**config.mk**
```make
export PLATFORM = sky130hd
export DESIGN_NAME = perceptron_trainer
export DESIGN_NICKNAME = d
export VERILOG_FILES = /design/src/rtl/perceptron_trainer.sv
export SDC_FILE = /design/constraint.sdc
export NUM_CORES = 2
export LEC_CHECK = 0
export CAP_MARGIN = 40
export CORE_MARGIN = 5
export CORE_UTILIZATION = 53
export CTS_CLUSTER_DIAMETER = 150
export CTS_CLUSTER_SIZE = 10
export DETAILED_ROUTE_END_ITERATION = 8
export PLACE_DENSITY = 0.9
export SYNTH_ARGS = -nofsm -noshare
export SYNTH_HDL_FRONTEND = slang
export SYNTH_SLANG_ARGS = --single-unit
```
**constraint.sdc**
```tcl
create_clock -name clk -period 14.9 [get_ports clk]
set_input_delay 2.98 -clock clk [delete_from_list [all_inputs] [get_ports clk]]
set_output_delay 2.98 -clock clk [all_outputs]
set_load 0.01 [all_outputs]
```
**src/rtl/perceptron_trainer.sv**
```systemverilog
//==============================================================================
// perceptron_trainer : controller and serial learning-rule engine for a
//                      perceptron over an enable/fire handshake (Q8.8)
// Revision 1.0
//==============================================================================
`default_nettype none

module perceptron_trainer #(
  parameter int N          = 8,
  parameter int RATE_SHIFT = 4,
  parameter int TIMEOUT    = 64
) (
  input  logic              clk,
  input  logic              rst,
  input  logic              start,
  input  logic              load_w,
  input  logic [16*N-1:0]   w_init,
  input  logic [16*N-1:0]   x_in,
  input  logic [15:0]       target,
  output logic              enable,
  output logic [16*N-1:0]   x,
  output logic [16*N-1:0]   w,
  input  logic [15:0]       y,
  input  logic              fire,
  output logic [15:0]       err,
  output logic              busy,
  output logic              done,
  output logic              timeout
);

  localparam int IW = (N > 1) ? $clog2(N) : 1;
  localparam int CW = (TIMEOUT > 1) ? $clog2(TIMEOUT) : 1;

  localparam logic [2:0] S_IDLE   = 3'd0;
  localparam logic [2:0] S_LAUNCH = 3'd1;
  localparam logic [2:0] S_WAIT   = 3'd2;
  localparam logic [2:0] S_ERROR  = 3'd3;
  localparam logic [2:0] S_UPDATE = 3'd4;
  localparam logic [2:0] S_DONE   = 3'd5;

  logic [2:0]          state;
  logic [16*N-1:0]     x_r;
  logic [16*N-1:0]     w_r;
  logic signed [15:0]  err_r;
  logic [15:0]         tgt_r;
  logic [15:0]         y_cap;
  logic [IW-1:0]       idx;
  logic [CW-1:0]       cnt;
  logic                timeout_r;

  function automatic logic [15:0] sat16(input logic signed [31:0] v);
    if (v > 32'sd32767)
      return 16'h7FFF;
    else if (v < -32'sd32768)
      return 16'h8000;
    else
      return v[15:0];
  endfunction

  logic signed [16:0] diff;
  logic signed [15:0] x_lane;
  logic signed [15:0] w_lane;
  logic signed [31:0] prod;
  logic signed [31:0] delta;
  logic signed [31:0] wsum;
  logic [15:0]        w_upd;

  // One shared multiplier; the active lane is muxed in by idx.
  assign diff   = {tgt_r[15], tgt_r} - {y_cap[15], y_cap};
  assign x_lane = x_r[idx*16 +: 16];
  assign w_lane = w_r[idx*16 +: 16];
  assign prod   = err_r * x_lane;
  assign delta  = prod >>> (8 + RATE_SHIFT);
  assign wsum   = {{16{w_lane[15]}}, w_lane} + delta;
  assign w_upd  = sat16(wsum);

  always_ff @(posedge clk or posedge rst) begin
    if (rst) begin
      state     <= S_IDLE;
      x_r       <= '0;
      w_r       <= '0;
      err_r     <= '0;
      tgt_r     <= '0;
      y_cap     <= '0;
      idx       <= '0;
      cnt       <= '0;
      timeout_r <= 1'b0;
    end else begin
      case (state)
        S_IDLE: begin
          if (load_w) begin
            w_r <= w_init;
          end else if (start) begin
            x_r       <= x_in;
            tgt_r     <= target;
            timeout_r <= 1'b0;
            state     <= S_LAUNCH;
          end
        end
        S_LAUNCH: begin
          cnt   <= '0;
          state <= S_WAIT;
        end
        S_WAIT: begin
          if (fire) begin
            y_cap <= y;
            state <= S_ERROR;
          end else if (cnt == CW'(TIMEOUT - 1)) begin
            timeout_r <= 1'b1;
            state     <= S_IDLE;
          end else begin
            cnt <= cnt + 1'b1;
          end
        end
        S_ERROR: begin
          err_r <= sat16({{15{diff[16]}}, diff});
          idx   <= '0;
          state <= S_UPDATE;
        end
        S_UPDATE: begin
          w_r[idx*16 +: 16] <= w_upd;
          if (idx == IW'(N - 1))
            state <= S_DONE;
          else
            idx <= idx + 1'b1;
        end
        S_DONE: begin
          state <= S_IDLE;
        end
        default: begin
          state <= S_IDLE;
        end
      endcase
    end
  end

  assign enable  = (state == S_LAUNCH);
  assign busy    = (state != S_IDLE);
  assign done    = (state == S_DONE);
  assign x       = x_r;
  assign w       = w_r;
  assign err     = err_r;
  assign timeout = timeout_r;

endmodule

`default_nettype wire
```
==> results.txt <==
Die X = 234.0 um
# fillers = 3548
total number of vias = 23400
Async SR Flop Fraction = 1.000
first-iteration detailed-routing DRC count = 2300
crit end category = flop
Final nets = 3828
clk_skew = 0.01664 ns
Hold Crit Class = flop to flop
Max Slew Vio Count = 0
Mapped Area = 26580 um^2
Netlist cell types = 70
number of routed nets with antenna violations = 0
CP max stage cell = nor2b_1
final hold viol count = 0
Core Region = 49860 um^2
cell taking the most area after synthesis = dfrtp_1
Max Freq = 84.99 MHz
post-DP HPWL = 72200 um
#FFs+latches synth = 317
Starting Density = 0.5331
net count after synthesis = 3316
vias per inst = 6.088
layout cells sized above 1 = 0.1047
actual slew at the worst max-slew pin = 1.013 ns
clock buffer depth = 3
Synth area leaders = dfrtp_1 30%, fa_1 20%, mux2_2 6.3%
Vert. Die Dim = 234.0 um
crit-path max FO = 43
final core area utilization = 0.6827
Max H-tree Level = 2
Area Overhead vs Synth = 28.06%
RSZ-0062 raised after global routing = no
CP startpoint kind = flop
routability cong. = 1.023
Syn Inst Count = 2638
status = completed
number of cell rows = 82
cell mode on critical path = inv_1
Max Cap Violations = 0
Port Buf Inserts = 568
CTS buffer count = 37
Fin Setup TNS = 0 ns
mean post-synth cell area = 10.08 um^2
hold depth = 1
Reg clk slew, reported paths = 0.06 ns
slowest stage delay, CP = 0.79 ns
clk root buf = clkbuf_16
DRC = 0
global-route wire length before repair = 142900 um
Avg WL per Cell = 24.62 um
Worst EP arrival = 12.14 ns
WL final = 94630 um
R2R cell count = 32
die area = 54730 um^2
commonest register cell after synthesis = dfrtp_1
Final setup viols = 0
post-cts resize count = 0
clock sinks = 317
Slew HR = 0.3248
minimum clock period = 11.77 ns
initial antenna violation count = 18
top-count cell post-synth = inv_1
Worst-Skew Late Latency = 0.55 ns
CTS Hold Bufs = 0
total gr overflow = 0
WP data required = 15.27 ns
io pins = 569
CTS tree = yes
post-CTS setup buffers = 0
WS Path Type = flop to flop
EDFF count, synth = 0
vias in the first global route = 24110
Seq/Total Area, Yosys = 0.2984
post-synth top area share = 0.2984
DR pass1 iterations = 8
largest net degree at the start of global routing = 112
synth cell count leaders = 328 x inv_1, 317 x dfrtp_1, 271 x nand2_1
GRT Resource Usage Total = 0.3406
YS warnings = 0
Final period util = 0.7896
critical path: cells and delay by family, from the launching register on:
family                     cells  cell delay, ns
and+or+nand+nor                5            1.72
muxes                          1            0.49
DFF                            1            0.78
AOI/OAI and AO/OA              9            2.67
xor gates and xnor gates       1            0.17
adders and majority gates      8            4.10
buffers and inverters          8            1.61
stage by stage:
| stage | setup slack, ns | cells | area [um^2] | hold slack [ns] |
|---|---|---|---|---|
| 5_1_grt | 2.185 | 3839 | 34030 | 0.5090 |
| 3_3_place_gp | 3.456 | 3774 | 32860 | 0.4667 |
| 3_5_place_dp | 3.208 | 3781 | 32990 | 0.4708 |
| 6_report | 3.134 | 3843 | 34040 | 0.4748 |
| 4_1_cts | 3.090 | 3823 | 33980 | 0.4778 |
| 2_1_floorplan | 3.149 | 2638 | 26580 | 0.4459 |
cell families after synthesis:
group	Yosys count	share of synthesized area
DFF	317	0.2984
buffers and inverters	462	0.06580
adders and majority gates	389	0.2570
and+or+nand+nor	716	0.1257
xor gates and xnor gates	55	0.01812
AOI/OAI and AO/OA	477	0.1143
muxes	222	0.1207
sequential cells by signal, summed over array words and instances, names as in the netlist:
name and flops:
w 128, x 128, err 16, tgt_r 16, y_cap 16, cnt 6
idx 3, state 3, timeout 1
layout by cell type (no fill, tap or decap), types with 33 or more instances in the layout:
cell	count
a211oi_1	114
a21oi_1	178
and2_1	56
buf_4	33
clkbuf_16	39
clkdlybuf4s50_1	568
dfrtp_1	315
fa_1	263
ha_1	122
inv_1	327
mux2_2	148
mux4_2	64
nand2_1	269
nor2_1	184
nor2b_1	70
o21ai_0	67
xnor2_1	35
layout make-up:
class                   instances  area [um^2]  share of cell area
diodes                         18        45.04            0.001323
clock inverters                 2        13.76           0.0004043
multi-input cells            1859        16930              0.4974
flip-flops and latches        317         7940              0.2332
repair buffers                606         6048              0.1777
well taps                     672        840.8             0.02470
inverters                     329         1242             0.03650
clock buffers                  40        979.7             0.02878
worst paths after layout:
check	slack [ns]	to	start
max	3.13	w[11]	idx[0]
min	0.47	cnt[5]	cnt[5]
max reg2reg	3.13	w[11]	idx[0]
min reg2reg	0.47	cnt[5]	cnt[5]
max in group asynchronous	10.20	w[12]	rst
min in group asynchronous	3.00	x[32]	rst
metal layers:
metal / track usage / vias to the layer above / part of all wire
met2: 0.5366 / 1622 / 0.47
met4: 0.1567 / 8 / 0.059
met3: 0.1108 / 377 / 0.12
met1: 0.4305 / 11550 / 0.35
met5: 0.01250 / - / 0.0012
li1: - / 9837 / -
Power is not shown: default switching activity piles up to over one toggle a cycle in this logic, so the estimate is an artifact.
